File: src/rtl/avalon_mm_pkg.sv
// Shared types and constants for the Avalon-MM command master.
// Holds the FSM state type, the default timeout and the data bus width.
package avalon_mm_pkg;

    localparam int DATA_W                 = 32;
    localparam int TIMEOUT_CYCLES_DEFAULT = 255;

    typedef enum logic [1:0] {
        ST_IDLE   = 2'd0,
        ST_BUS    = 2'd1,
        ST_RDWAIT = 2'd2,
        ST_RESP   = 2'd3
    } state_e;

endpackage

File: src/rtl/avalon_mm_cmd_master.sv
// Single-outstanding command-to-Avalon-MM bridge with timeout and transaction counter.
// Accepts one read/write command, runs it on the bus, then presents one response.
module avalon_mm_cmd_master
    import avalon_mm_pkg::*;
#(
    parameter int ADDR_WIDTH     = 8,
    parameter int TIMEOUT_CYCLES = TIMEOUT_CYCLES_DEFAULT
) (
    input  logic                  CLK,
    input  logic                  RESET_N,
    input  logic                  CMD_VALID,
    output logic                  CMD_READY,
    input  logic                  CMD_WRITE,
    input  logic [ADDR_WIDTH-1:0] CMD_ADDR,
    input  logic [DATA_W-1:0]     CMD_WDATA,
    output logic                  RSP_VALID,
    input  logic                  RSP_READY,
    output logic [DATA_W-1:0]     RSP_RDATA,
    output logic                  RSP_ERR,
    output logic                  AVM_READ,
    output logic                  AVM_WRITE,
    output logic [ADDR_WIDTH-1:0] AVM_ADDR,
    output logic [DATA_W-1:0]     AVM_WRITEDATA,
    input  logic [DATA_W-1:0]     AVM_READDATA,
    input  logic                  AVM_READDATAVALID,
    input  logic                  AVM_WAITREQUEST,
    output logic [15:0]           TXN_COUNT
);

    localparam logic [15:0] TMO_LIMIT = 16'(TIMEOUT_CYCLES);

    logic [1:0]            rst_sync_q, rst_sync_d;
    logic                  rst_n_int;
    state_e                state_q, state_d;
    logic                  is_write_q, is_write_d;
    logic                  avm_read_q, avm_read_d;
    logic                  avm_write_q, avm_write_d;
    logic [ADDR_WIDTH-1:0] avm_addr_q, avm_addr_d;
    logic [DATA_W-1:0]     avm_wdata_q, avm_wdata_d;
    logic [DATA_W-1:0]     rsp_rdata_q, rsp_rdata_d;
    logic                  rsp_err_q, rsp_err_d;
    logic [15:0]           txn_count_q, txn_count_d;
    logic [15:0]           tmo_q, tmo_d;
    logic [15:0]           tmo_inc;
    logic                  timeout_hit;

    // Reset asserts asynchronously but releases two clocks after RESET_N rises.
    assign rst_sync_d = {rst_sync_q[0], 1'b1};
    assign rst_n_int  = rst_sync_q[1];

    always_ff @(posedge CLK or negedge RESET_N) begin
        if (!RESET_N) begin
            rst_sync_q <= 2'b00;
        end else begin
            rst_sync_q <= rst_sync_d;
        end
    end

    assign tmo_inc     = tmo_q + 16'd1;
    assign timeout_hit = (tmo_inc == TMO_LIMIT);

    assign CMD_READY     = (state_q == ST_IDLE) && rst_n_int;
    assign RSP_VALID     = (state_q == ST_RESP);
    assign RSP_RDATA     = rsp_rdata_q;
    assign RSP_ERR       = rsp_err_q;
    assign AVM_READ      = avm_read_q;
    assign AVM_WRITE     = avm_write_q;
    assign AVM_ADDR      = avm_addr_q;
    assign AVM_WRITEDATA = avm_wdata_q;
    assign TXN_COUNT     = txn_count_q;

    always_comb begin
        state_d     = state_q;
        is_write_d  = is_write_q;
        avm_read_d  = avm_read_q;
        avm_write_d = avm_write_q;
        avm_addr_d  = avm_addr_q;
        avm_wdata_d = avm_wdata_q;
        rsp_rdata_d = rsp_rdata_q;
        rsp_err_d   = rsp_err_q;
        txn_count_d = txn_count_q;
        tmo_d       = tmo_q;

        case (state_q)
            ST_IDLE: begin
                if (CMD_VALID && CMD_READY) begin
                    state_d     = ST_BUS;
                    is_write_d  = CMD_WRITE;
                    avm_addr_d  = CMD_ADDR;
                    avm_wdata_d = CMD_WDATA;
                    avm_write_d = CMD_WRITE;
                    avm_read_d  = !CMD_WRITE;
                    rsp_rdata_d = '0;
                    rsp_err_d   = 1'b0;
                    tmo_d       = '0;
                end
            end
            ST_BUS: begin
                tmo_d = tmo_inc;
                // Timeout wins even if the slave accepts in this same cycle.
                if (timeout_hit) begin
                    avm_read_d  = 1'b0;
                    avm_write_d = 1'b0;
                    rsp_err_d   = 1'b1;
                    rsp_rdata_d = '0;
                    state_d     = ST_RESP;
                end else if (!AVM_WAITREQUEST) begin
                    avm_read_d  = 1'b0;
                    avm_write_d = 1'b0;
                    if (is_write_q) begin
                        state_d = ST_RESP;
                    end else if (AVM_READDATAVALID) begin
                        rsp_rdata_d = AVM_READDATA;
                        state_d     = ST_RESP;
                    end else begin
                        state_d = ST_RDWAIT;
                    end
                end
            end
            ST_RDWAIT: begin
                tmo_d = tmo_inc;
                if (timeout_hit) begin
                    rsp_err_d   = 1'b1;
                    rsp_rdata_d = '0;
                    state_d     = ST_RESP;
                end else if (AVM_READDATAVALID) begin
                    rsp_rdata_d = AVM_READDATA;
                    state_d     = ST_RESP;
                end
            end
            ST_RESP: begin
                if (RSP_READY) begin
                    txn_count_d = txn_count_q + 16'd1;
                    state_d     = ST_IDLE;
                end
            end
            default: state_d = ST_IDLE;
        endcase
    end

    always_ff @(posedge CLK or negedge rst_n_int) begin
        if (!rst_n_int) begin
            state_q     <= ST_IDLE;
            is_write_q  <= 1'b0;
            avm_read_q  <= 1'b0;
            avm_write_q <= 1'b0;
            avm_addr_q  <= '0;
            avm_wdata_q <= '0;
            rsp_rdata_q <= '0;
            rsp_err_q   <= 1'b0;
            txn_count_q <= '0;
            tmo_q       <= '0;
        end else begin
            state_q     <= state_d;
            is_write_q  <= is_write_d;
            avm_read_q  <= avm_read_d;
            avm_write_q <= avm_write_d;
            avm_addr_q  <= avm_addr_d;
            avm_wdata_q <= avm_wdata_d;
            rsp_rdata_q <= rsp_rdata_d;
            rsp_err_q   <= rsp_err_d;
            txn_count_q <= txn_count_d;
            tmo_q       <= tmo_d;
        end
    end

endmodule

File: config.mk
export PLATFORM = sky130hd
export DESIGN_NAME = avalon_mm_cmd_master
export DESIGN_NICKNAME = d
export VERILOG_FILES = /design/src/rtl/avalon_mm_pkg.sv /design/src/rtl/avalon_mm_cmd_master.sv
export SDC_FILE = /design/constraint.sdc
export NUM_CORES = 1
export LEC_CHECK = 0
export ABC_AREA = 1
export BUFFER_PORTS_ARGS = -buffer_cell sky130_fd_sc_hd__buf_4
export CAP_MARGIN = 20
export CORE_UTILIZATION = 55
export CTS_CLUSTER_DIAMETER = 60
export DETAILED_ROUTE_END_ITERATION = 8
export GPL_TIMING_DRIVEN = 0
export HOLD_SLACK_MARGIN = 0.02
export PLACE_DENSITY = 0.86
export SLEW_MARGIN = 0
export SYNTH_ARGS = -nofsm -noshare
export SYNTH_HDL_FRONTEND = slang
export SYNTH_SLANG_ARGS = --single-unit
export TNS_END_PERCENT = 20
File: constraint.sdc
create_clock -name CLK -period 9.25 [get_ports CLK]
set_clock_uncertainty 0.15 [all_clocks]
set_input_delay 0.4625 -clock CLK [delete_from_list [all_inputs] [get_ports CLK]]
set_output_delay 0.4625 -clock CLK [all_outputs]
set_load 0.02 [all_outputs]
==> After elaboration in Yosys (flattened, before gate mapping) <==
Index checks and enable logic that the tools add are counted.
{ "word_totals": {"reg_bits": 112, "elab_cells": 65, "output_inout_bits": 93, "input_bits": 79} }
{ "op_classes": {"eq_ne": 10, "n_addsub": 2, "muxes": 27, "reduce_logical": 15} }
{ "ops": {"columns": ["op", "count"], "rows": [
  ["32-bit 2-to-1 mux", 6],
  ["32-bit one-hot mux with 3 select lines", 1],
  ["16-bit by 1-bit adder with 16-bit output (second input constant)", 2],
  ["16-bit one-hot mux with 2 select lines", 1],
  ["16-bit by 8-bit equality test with 1-bit output (second input constant)", 1],
  ["16-bit 2-to-1 mux", 1],
  ["2-bit 2-to-1 mux", 6],
  ["3-bit inequality test (second input constant)", 3],
  ["1-bit 2-to-1 mux", 8],
  ["2-bit one-hot mux with 4 select lines", 1],
  ["4-bit AND reduction", 2],
  ["2-bit by 1-bit inequality test with 1-bit output (second input constant)", 3],
  ["1-bit one-hot mux with 2 select lines", 3],
  ["2-bit AND reduction", 3],
  ["3-bit AND reduction", 2],
  ["2-bit equality test (second input constant)", 2],
  ["2-bit nonzero test", 2],
  ["3-bit nonzero test", 1],
  ["2-bit by 1-bit equality test with 1-bit output (second input constant)", 1],
  ["1-bit logical AND", 2],
  ["2-bit logical NOT", 1],
  ["2-bit OR reduction", 1],
  ["1-bit logical NOT", 1]
]} }

==> Depth between registers and ports, before layout <==
Gate-level depths: netlist (run 1).
{ "depth": {"depth_word": 5, "depth_mapped": 16} }

==> Worst setup path after synthesis (run 1) <==
OpenSTA, ideal clock, no wires.
{ "synth_path": {"kind": "reg2reg", "from": "register rst_sync_q[1]", "to": "register tmo_q[11]", "period_less_slack_ns": 4.377, "stages_incl_launch_ff": 9, "setup_ns": 0.085, "setup_slack_ns": 4.873, "t_arrival_ns": 4.142, "path_cell_list": "dfrtp_1 -> nand2_1 -> inv_1 -> nand2_1 -> clkinv_1 -> nor2_1 -> nor2_1 -> clkinv_1 -> o22ai_1"} }
{ "synth_via": {"elab_chain_cells": 4} }
{ "synth_rtl": {"columns": ["element", "line_no", "rtl"], "rows": [
  ["start, declared", "avalon_mm_cmd_master.sv:32", "logic [1:0] rst_sync_q, rst_sync_d;"],
  ["start signal, assigned", "avalon_mm_cmd_master.sv:55", "rst_sync_q <= rst_sync_d;"],
  ["1-bit logical AND", "avalon_mm_cmd_master.sv:62", "assign CMD_READY = (state_q == ST_IDLE) && rst_n_int;"],
  ["net CMD_READY", "avalon_mm_cmd_master.sv:12", "output logic CMD_READY,"],
  ["1-bit logical AND", "avalon_mm_cmd_master.sv:86", "if (CMD_VALID && CMD_READY) begin"],
  ["2-bit by 1-bit inequality test with 1-bit output (no line)", null, null],
  ["2-bit AND reduction (no line)", null, null],
  ["end signal, assigned", "avalon_mm_cmd_master.sv:163", "tmo_q <= tmo_d;"],
  ["end, declared", "avalon_mm_cmd_master.sv:43", "logic [15:0] tmo_q, tmo_d;"]
]} }
The timed path passes the listed nets, and every way through them passes these cells.
A chain may end at the register's enable or synchronous reset.

==> Final worst setup path (run 1) <==
{ "layout_path": {"from": "register rst_sync_q[1]", "to": "register tmo_q[1]"} }
{ "layout_via": {"elab_chain_cells": 4} }
{ "layout_rtl": {"columns": ["element", "line_no"], "rows": [
  ["1-bit logical AND", "avalon_mm_cmd_master.sv:62"],
  ["1-bit logical AND", "avalon_mm_cmd_master.sv:86"],
  ["2-bit by 1-bit inequality test with 1-bit output (no line)", null],
  ["2-bit AND reduction (no line)", null]
]} }
No other way between the ends.

==> results of run 1 <==
per-layer routing:
| metal | wire (um) | part of all wire (%) | vias up | GRT usage (%) |
|---|---|---|---|---|
| met3 | 952 | 7.0 | 24 | 6.48 |
| li1 | - | - | 2419 | - |
| met5 | 0 | 0 | - | 0 |
| met1 | 5600 | 41 | 2379 | 36.2 |
| met2 | 6840 | 50 | 198 | 49.8 |
| met4 | 256 | 1.9 | 0 | 10.7 |
final cells by class:
| class | count | share of cell area (%) |
|---|---|---|
| repair buffers | 173 | 18.9 |
| plain buffers | 21 | 1.51 |
| clock inverters | 5 | 0.914 |
| multi-input cells | 458 | 29.8 |
| inverters | 81 | 4.35 |
| clock buffers | 11 | 2.03 |
| well taps | 129 | 2.31 |
| flip-flops and latches | 112 | 40.2 |
worst reg2reg max path, cell delays in order, from the launching register on:
cell	delay (ns)
dfrtp_4	0.91
buf_16	0.37
nand2_1	0.11
inv_1	0.07
nand2_1	0.18
clkinv_1	0.22
nor2_1	0.08
nor2_1	0.45
clkinv_1	0.45
o22ai_1	0.25
placed cells by master, fill, tap and decap left out, types with 11 or more instances in the layout:
| cell type | instances |
|---|---|
| o21ai_0 | 45 |
| nor2_1 | 56 |
| nand2_1 | 271 |
| nand3_1 | 20 |
| clkbuf_1 | 16 |
| buf_4 | 171 |
| xor2_1 | 11 |
| nand4_1 | 12 |
| dfrtp_1 | 111 |
| inv_1 | 79 |
stage by stage:
stage	instances	worst slack (ns)	cell area (um^2)
global placement	972	3.73	6740
global route	990	5.46	6980
finish	990	5.92	6980
CTS	990	5.84	6980
detailed placement	973	5.92	6770
floorplan	672	4.87	5290
logic make-up (layout without fill, tap and decap cells):
kind of cell,Yosys count,count (layout)
other,1,1
buffers and inverters,102,291
xor gates and xnor gates,15,15
AOI/OAI and AO/OA,58,58
adders and majority gates,8,8
DFF,112,112
and+or+nand+nor,376,376
synthesized netlist by cell type (all sizes together):
| cell | instances | share of area (%) |
|---|---|---|
| a21boi | 1 | 0.14 |
| a21oi | 1 | 0.095 |
| and2 | 1 | 0.12 |
| buf | 6 | 0.92 |
| clkbuf | 15 | 1.1 |
| clkinv | 2 | 0.14 |
| conb | 1 | 0.071 |
| dfrtp | 112 | 53 |
| ha | 8 | 1.9 |
| inv | 79 | 5.6 |
| nand2 | 276 | 20 |
| nand3 | 22 | 2.4 |
| nand3b | 2 | 0.28 |
| nand4 | 12 | 1.4 |
| nor2 | 60 | 4.7 |
| nor3 | 3 | 0.28 |
| o21ai | 46 | 4.4 |
| o22ai | 10 | 1.2 |
| xnor2 | 4 | 0.66 |
| xor2 | 11 | 1.8 |
final timing paths:
kind / from / to
max: rst_sync_q[1] / tmo_q[1]
min: CMD_WDATA[4] / AVM_WRITEDATA[4]
max reg2reg: rst_sync_q[1] / tmo_q[1]
min reg2reg: rst_sync_q[0] / rst_sync_q[1]
max in group asynchronous: rst_sync_q[1] / TXN_COUNT[1]
min in group asynchronous: RESET_N / rst_sync_q[1]
power by group:
group          switching (mW)  leakage (nW)  internal, mW
clock network           0.169         0.101         0.136
registers               0.119          1.44         0.655
logic                   0.694          2.42         0.403
sequential cells by signal, indices dropped and copies added (netlist names):
| signal | count |
|---|---|
| TXN_COUNT | 16 |
| RSP_ERR | 1 |
| rst_sync_q | 2 |
| tmo_q | 16 |
| AVM_WRITE | 1 |
| is_write_q | 1 |
| AVM_ADDR | 8 |
| AVM_WRITEDATA | 32 |
| RSP_RDATA | 32 |
| AVM_READ | 1 |
| state_q | 2 |
repair_timing:
item | 4_1_cts | 5_1_grt
endpoints found under the hold margin | 2 | 0
hold buffers | 1 | 0
buffers inserted | 0 | 0
gates resized for setup | 0 | 0
==> results.txt, run 1 <==
status: complete, no violations
initial core utilization: 57.0%
Worst path top cell family by delay: buffers and inverters
clock sinks: 112
PD cells: 312 nW/um^2
DR WL/cell: 13.8 um
Critical Path RT: 9.38 ns
slew margin rel.: 51.8%
CP Capture Type: flip-flop
Setup TNS: 0 ns
hold violation total from the final report: 0
largest stage delay on the critical path: 0.91 ns
max-slew violations: 0
DP HPWL: 10.2 mm
row cnt: 35
GP Congestion: 0.880
largest family of logic cells by synthesized area: simple AND/OR/NAND/NOR gates
Die H: 100 um
minimum clock period: 3.33 ns
Slowest cell on crit path: dfrtp_4
total congestion overflow: 0
hold path depth: 3
DRT iter0 DRCs: 318
footprint of the multi-input gates: 2080 um^2
first-pass GRT wire length: 23.0 mm
Critical Path AT: 3.46 ns
#FFs+latches synth: 112
unrepaired setup endpoints after global routing: no
Clk Tree Root Cell: clkbuf_8
Post-Synth Adder-Cell Area: 1.89%
critical setup path kind: reg -> reg
worst-skew pair later-pin latency: 0.37 ns
core area: 9280 um^2
Final ANT Viol Nets: 0
# diodes: 0
Cell variety after synth: 27
VDD IR max: 0.231 mV
DR DRC count: 0
largest net degree at the start of global routing: 58
Layout area overhead: 32.0%
CP Depth: 9
post-layout util: 75.2%
CP startpoint kind: flip-flop
Power Total: 2.18 mW
vias per std cell: 5.07
syn_nets: 759
critical-path cell list: buf_16 > nand2_1 > inv_1 > nand2_1 > clkinv_1 > nor2_1 > nor2_1 > clkinv_1 > o22ai_1
Setup violations, final: 0
Clock Pin Slew Worst Setup and Hold Paths: 0.11 ns
buffers added on ports: 171
H-Tree Level Count: 3
crit path buf inv count: 4
Simple-Gate Fraction of Synth Area: 29.1%
Least-Margin Pin Slew: 0.722 ns
drt pass-1 iters: 5
Longest Clk Path Bufs: 2
via count: 5020
CTS tree: done
# fillers: 679
Post-Synth XOR/XNOR Area: 2.48%
Reg area: 2810 um^2
DIE WIDTH: 100 um
Leak: 3.96 nW
Ports: 172
CTS buffer count: 9
max cap viols: 0
mux contribution to synthesized area: 0%
share of cells above drive strength 1: 23.8%
initial antenna violation count: 0
nets: 943
worst reg-to-reg path cell count: 9
GRT Resource Usage Total: 29.0%
R2R Setup Slk: 5.92 ns
fin crit share: 36.0%
vias in the first global route: 5027
Cell Area, Synth: 5290 um^2
worst-path fanout max: 57
Hold WC Path Type: in -> reg
Min Hold Slack: 0.124 ns
Ys Warns: 0
final wirelength: 13.7 mm
Syn Inst Count: 672
Max Freq: 0.300 GHz
compound-gate portion of the synthesized area: 5.77%
Die ar.: 10000 um^2
syn_area_per_cell: 7.87 um^2
Seq/Total Area, Yosys: 53.0%
Note: power is estimated with default switching activity, not from simulation.
==> run 2, diff against run 1 <==
--- a/config.mk
+++ b/config.mk
@@ -8,12 +8,12 @@
 export ABC_AREA = 1
 export BUFFER_PORTS_ARGS = -buffer_cell sky130_fd_sc_hd__buf_4
 export CAP_MARGIN = 20
-export CORE_UTILIZATION = 55
+export CORE_UTILIZATION = 51
 export CTS_CLUSTER_DIAMETER = 60
 export DETAILED_ROUTE_END_ITERATION = 8
 export GPL_TIMING_DRIVEN = 0
 export HOLD_SLACK_MARGIN = 0.02
-export PLACE_DENSITY = 0.86
+export PLACE_DENSITY = 0.8
 export SLEW_MARGIN = 0
 export SYNTH_ARGS = -nofsm -noshare
 export SYNTH_HDL_FRONTEND = slang
==> constraint.sdc (replaced) <==
create_clock -name CLK -period 3.47 [get_ports CLK]
set_clock_uncertainty 0.15 [all_clocks]
set_input_delay 0.1735 -clock CLK [delete_from_list [all_inputs] [get_ports CLK]]
set_output_delay 0.1735 -clock CLK [all_outputs]
set_load 0.02 [all_outputs]
==> run 2 against run 1 <==
  * Critical path depth unchanged
  * Die area up 7.7%
  * Wire length up 18%
  * Register-to-register slack worse by 5.5 ns
  * Largest cell class unchanged
==> results.txt, run 2 (synthesis gave the netlist of run 1 again) <==
Clock power frac: 15.5% (+1.5 points)
vias in the first global route: 5749 (+14%)
initial core utilization: 53.4% (-3.6 points)
cell area after layout: 7800 um^2 (+12%)
Die H: 104 um (+3.8%)
via count: 5496 (+9.5%)
Clk Tree Root Cell: clkbuf_8
DRT iter0 DRCs: 311 (-2.2%)
DIE WIDTH: 104 um (+3.8%)
Max Freq: 0.324 GHz (+7.9%)
Longest Clk Path Bufs: 2 (unchanged)
DR WL/cell: 15.0 um (+8.9%)
CTS tree: done
VDD IR max: 0.557 mV (+140%)
DR DRC count: 0 (unchanged)
GRT Resource Usage Total: 30.6% (+1.6 points)
CP Capture Type: flip-flop
largest net degree at the start of global routing: 72 (+24%)
Leak: 4.31 nW (+8.8%)
fin cells: 1069 (+8.0%)
slew margin rel.: 65.8% (+14 points)
nets: 1019 (+8.1%)
R2R Setup Slk: 0.38 ns (-5.54 ns)
hold violation total from the final report: 0 (unchanged)
final wirelength: 16.0 mm (+18%)
first-pass GRT wire length: 26.4 mm (+14%)
Min Hold Slack: 0.0822 ns (-0.0421 ns)
share of cells above drive strength 1: 22.0% (-1.8 points)
unrepaired setup endpoints after global routing: no
Setup violations, final: 0 (unchanged)
worst-skew pair later-pin latency: 0.39 ns (+0.02 ns)
total congestion overflow: 0 (unchanged)
# fillers: 623 (-8.2%)
minimum clock period: 3.09 ns (-0.245 ns)
DP HPWL: 9.78 mm (-4.6%)
critical setup path kind: reg -> reg
Least-Margin Pin Slew: 0.509 ns (-0.213 ns)
# diodes: 0 (unchanged)
Die ar.: 10800 um^2 (+7.7%)
max-slew violations: 0 (unchanged)
worst-path fanout max: 71 (+25%)
core area: 9910 um^2 (+6.7%)
Clock Pin Slew Worst Setup and Hold Paths: 0.11 ns (about the same)
Critical Path RT: 3.61 ns (-5.77 ns)
most common cell after layout, fill and taps aside: nand2_1
PD cells: 780 nW/um^2 (+150%)
clock sinks: 112 (unchanged)
Final ANT Viol Nets: 0 (unchanged)
combinational share of power: 50.4% (about the same)
Hold WC Path Type: in -> reg
commonest cells after routing, fill and taps aside: nand2_1, buf_4, dfrtp_1
CTS buffer count: 9 (unchanged)
Net Sw Power: 2.71 mW (+180%)
Ports: 172 (unchanged)
vias per std cell: 5.14 (+1.4%)
row cnt: 36 (+2.9%)
initial antenna violation count: 0 (unchanged)
power share of the sequential group: 34.1% (-1.5 points)
buffers added on ports: 171 (unchanged)
dpl cells: 977 (+0.41%)
fin crit share: 88.9% (+53 points)
H-Tree Level Count: 3 (unchanged)
drt pass-1 iters: 4 (-1)
max cap viols: 0 (unchanged)
CP startpoint kind: flip-flop
Layout area overhead: 47.5%
status: complete, no violations
placed inst area: 6770 um^2 (about the same)
Int Power: 3.38 mW (+180%)
Critical Path AT: 3.23 ns (-0.23 ns)
GP Congestion: 0.840 (-4.6%)
sw frac: 44.5% (-0.66 points)
[run 2: final timing paths]
| path | from | endpoint | cells past startpoint |
|---|---|---|---|
| max in group asynchronous | rst_sync_q[1] | tmo_q[9] | 1 |
| hold reg to reg | rst_sync_q[1] | RSP_RDATA[30] | 0 |
| setup reg to reg | rst_sync_q[1] | tmo_q[7] | 9 |
| min in group asynchronous | rst_sync_q[1] | RSP_RDATA[30] | 0 |
| hold / removal | AVM_READDATAVALID | state_q[0] | 7 |
| setup / recovery | rst_sync_q[1] | tmo_q[7] | 9 |
[run 2: what timing repair did]
action,in CTS,in global routing
setup buffers,0,1
hold buffers,76,0
endpoints found under the hold margin,80,0
endpoints found under the setup margin,0,12
gates resized for setup,0,0
[run 2: layout make-up]
| class | count | area [um^2] | share of cell area [%] |
|---|---|---|---|
| Tap cell | 133 | 166 | 2.13 |
| Clock inverter | 5 | 104 | 1.33 |
| Timing Repair Buffer | 249 | 2100 | 26.9 |
| Buffer | 21 | 105 | 1.35 |
| Clock buffer | 10 | 138 | 1.76 |
| Sequential cell | 112 | 2810 | 36.0 |
| Inverter | 81 | 304 | 3.90 |
| Multi-Input combinational cell | 458 | 2080 | 26.6 |
[run 2: layer usage]
metal,track usage [%],vias up,share of wire [%]
li1,-,2575,-
met1,34.8,2622,38
met2,53.0,237,50
met3,6.61,62,7.0
met4,18.0,0,4.4
met5,0,-,0
[run 2: power by group through the flow]
stage	logic, mW	registers (mW)	clock network, mW
3_5_place_dp	2.89	2.06	0
2_1_floorplan	1.30	2.50	0
4_1_cts	2.96	2.05	0.950
3_3_place_gp	2.79	2.06	0
6_report	3.06	2.07	0.944
5_1_grt	3.35	2.12	0.999
[run 2: through the flow]
| stage | setup TNS, ns | worst slack (ns) | util, % | total power [mW] |
|---|---|---|---|---|
| CTS | 0 | 0.212 | 78.4 | 5.96 |
| finish | 0 | 0.384 | 78.7 | 6.08 |
| global placement | -23.42 | -0.669 | 68.0 | 4.85 |
| global route | 0 | 0.0201 | 78.7 | 6.46 |
| floorplan | 0 | 0.228 | - | 3.80 |
| detailed placement | 0 | 0.234 | 68.3 | 4.95 |
[run 2: critical path: stages, from the launching register on]
cell and delay, ns:
dfrtp_4 0.66, buf_16 0.33, nand2_1 0.09, inv_1 0.09
nand2_1 0.21, clkinv_1 0.25, nor2_1 0.09, nor2_1 0.38
clkinv_1 0.43, o22ai_1 0.25
==> run 3, diff against run 2 <==
--- a/config.mk
+++ b/config.mk
@@ -14,6 +14,7 @@
 export GPL_TIMING_DRIVEN = 0
 export HOLD_SLACK_MARGIN = 0.02
 export PLACE_DENSITY = 0.8
+export REMOVE_ABC_BUFFERS = 1
 export SLEW_MARGIN = 0
 export SYNTH_ARGS = -nofsm -noshare
 export SYNTH_HDL_FRONTEND = slang
==> constraint.sdc (replaced) <==
create_clock -name CLK -period 2.9 [get_ports CLK]
set_clock_uncertainty 0.15 [all_clocks]
set_input_delay 0.145 -clock CLK [delete_from_list [all_inputs] [get_ports CLK]]
set_output_delay 0.145 -clock CLK [all_outputs]
set_load 0.02 [all_outputs]
==> run 3 against run 2 <==
  * Combinational power up 30%
  * Clock power is 9% higher
  * Count of clock-buffer cells in the layout unchanged
  * Critical path depth is 4 higher
  * Utilization increased by 1.0 points
  * Non-clock buffer count fell by 9
  * Largest cell class unchanged
  * Largest power group unchanged
  * Highest routed layer unchanged
==> results.txt, run 3 (synthesis gave the netlist of run 1 again) <==
R2R Setup Slk: 0.13 ns (-0.26 ns)
PD cells: 948 nW/um^2 (+22%)
share of cells above drive strength 1: 24.1% (+2.1 points)
slew margin rel.: 65.2% (-0.62 points)
GRT Resource Usage Total: 32.6% (+1.9 points)
Die ar.: 10800 um^2 (unchanged)
placed inst area: 6710 um^2 (-0.92%)
worst reg-to-reg path cell count: 13 (+4)
initial antenna violation count: 0 (unchanged)
GP Congestion: 0.821 (-2.2%)
DR DRC count: 0 (unchanged)
drt pass-1 iters: 5 (+1)
Clk Tree Root Cell: clkbuf_8
hold violation total from the final report: 0 (unchanged)
Least-Margin Pin Slew: 0.520 ns (+0.0108 ns)
row cnt: 36 (unchanged)
Critical Path Source: tmo_q[0]
vias per std cell: 5.24 (+1.9%)
most common cell after layout, fill and taps aside: nand2_1
setup ws final: 0.128 ns (-0.256 ns)
Hold WC Path Type: in -> reg
status: complete, no violations
Critical path destination: RSP_RDATA[24]
Reg area: 2810 um^2 (about the same)
first-pass GRT wire length: 27.4 mm (+4.0%)
minimum clock period: 2.77 ns (-0.314 ns)
Setup violations, final: 0 (unchanged)
Leak: 4.35 nW (+0.92%)
DIE WIDTH: 104 um (unchanged)
vias in the first global route: 5619 (-2.3%)
max cap viols: 0 (unchanged)
fin crit share: 95.6% (+6.7 points)
cell area after layout: 7900 um^2 (+1.3%)
final wirelength: 17.5 mm (+9.2%)
CTS tree: done
core area: 9910 um^2 (unchanged)
largest net degree at the start of global routing: 70 (-2.8%)
VDD IR max: 0.602 mV (+8.0%)
via count: 5578 (+1.5%)
Critical R2R Capture: RSP_RDATA[24]
Layout area overhead: 49.4%
initial core utilization: 53.4% (unchanged)
Ports: 172 (unchanged)
footprint of the multi-input gates: 2170 um^2 (+4.5%)
CP Capture Type: flip-flop
CTS buffer count: 9 (unchanged)
worst-skew pair later-pin latency: 0.41 ns (+0.02 ns)
Die H: 104 um (unchanged)
Critical Path AT: 2.91 ns (-0.32 ns)
worst-path fanout max: 7 (-90%)
dpl ws: -1.01 ns (-1.24 ns)
commonest cells after routing, fill and taps aside: nand2_1, buf_4, dfrtp_1
DR WL/cell: 16.5 um (+9.6%)
H-Tree Level Count: 3 (unchanged)
Max Freq: 0.361 GHz (+11%)
start of the worst register-to-register path: tmo_q[0]
# fillers: 602 (-3.4%)
DRT iter0 DRCs: 334 (+7.4%)
CP startpoint kind: flip-flop
buffers added on ports: 171 (unchanged)
Critical Path RT: 3.04 ns (-0.57 ns)
total congestion overflow: 0 (unchanged)
critical setup path kind: reg -> reg
max-slew violations: 0 (unchanged)
clock sinks: 112 (unchanged)
nets: 1013 (-0.59%)
Longest Clk Path Bufs: 2 (unchanged)
DP HPWL: 9.36 mm (-4.3%)
Final ANT Viol Nets: 0 (unchanged)
Clock Pin Slew Worst Setup and Hold Paths: 0.12 ns (about the same)
run 3: critical path, cell delays in order (launching register included):
cell	delay [ns]
dfrtp_1	0.43
ha_1	0.22
nand2_1	0.14
nor2_4	0.17
nand2_1	0.12
xor2_2	0.22
nand3_1	0.10
nor2_1	0.14
nand2_2	0.16
nand2_4	0.16
nand3_4	0.16
buf_4	0.20
o21ai_0	0.20
nand2_1	0.09
run 3: stage by stage:
step                power [mW]  util, %  setup TNS (ns)  cells  hold slack, ns
finish                    7.49     79.8               0   1065          0.0179
global route              7.92     79.7         -0.0368   1064          0.0325
CTS                       7.07     78.5               0   1055          0.0664
detailed placement        5.82     67.7          -55.59    958          -0.219
global placement          5.67     67.0         -571.95    955          -0.222
floorplan                 4.39        -         -281.31    651          -0.301
run 3: cell type report:
class / count / area share (%)
Timing Repair Buffer: 261 / 28.2
Tap cell: 133 / 2.11
Multi-Input combinational cell: 461 / 27.5
Antenna cell: 1 / 0.0317
Clock inverter: 6 / 0.997
Sequential cell: 112 / 35.5
Inverter: 81 / 3.91
Clock buffer: 10 / 1.74
run 3: worst min path at each step:
stage,startpoint,end,slack [ns],depth (start not counted)
2_1_floorplan,RESET_N,rst_sync_q[0],-0.30,0
3_3_place_gp,RESET_N,rst_sync_q[0],-0.22,1
3_5_place_dp,RESET_N,rst_sync_q[0],-0.22,1
4_1_cts,CMD_VALID,AVM_WRITEDATA[16],0.07,4
5_1_grt,CMD_VALID,AVM_WRITEDATA[13],0.03,4
6_report,CMD_VALID,AVM_WRITEDATA[16],0.02,4
run 3: where the power goes:
part / switching (mW) / internal (mW)
combinational: 2.52 / 1.46
clock: 0.590 / 0.437
sequential: 0.389 / 2.09
run 3: repair_timing:
item,4_1_cts,5_1_grt
buffers inserted,4,6
hold buffers,76,0
setup endpoints to repair,93,43
gates cloned,1,2
pin swaps,2,0
endpoints found under the hold margin,80,0
resized for setup,7,11
run 3: layer usage:
| layer | part of all wire (%) | routed length [um] | GRT usage (%) | vias to the layer above |
|---|---|---|---|---|
| li1 | - | - | - | 2570 |
| met1 | 36 | 6310 | 35.1 | 2647 |
| met2 | 52 | 9120 | 57.6 | 291 |
| met3 | 7.8 | 1360 | 10.5 | 70 |
| met4 | 4.2 | 741 | 15.7 | 0 |
| met5 | 0 | 0 | 0 | - |
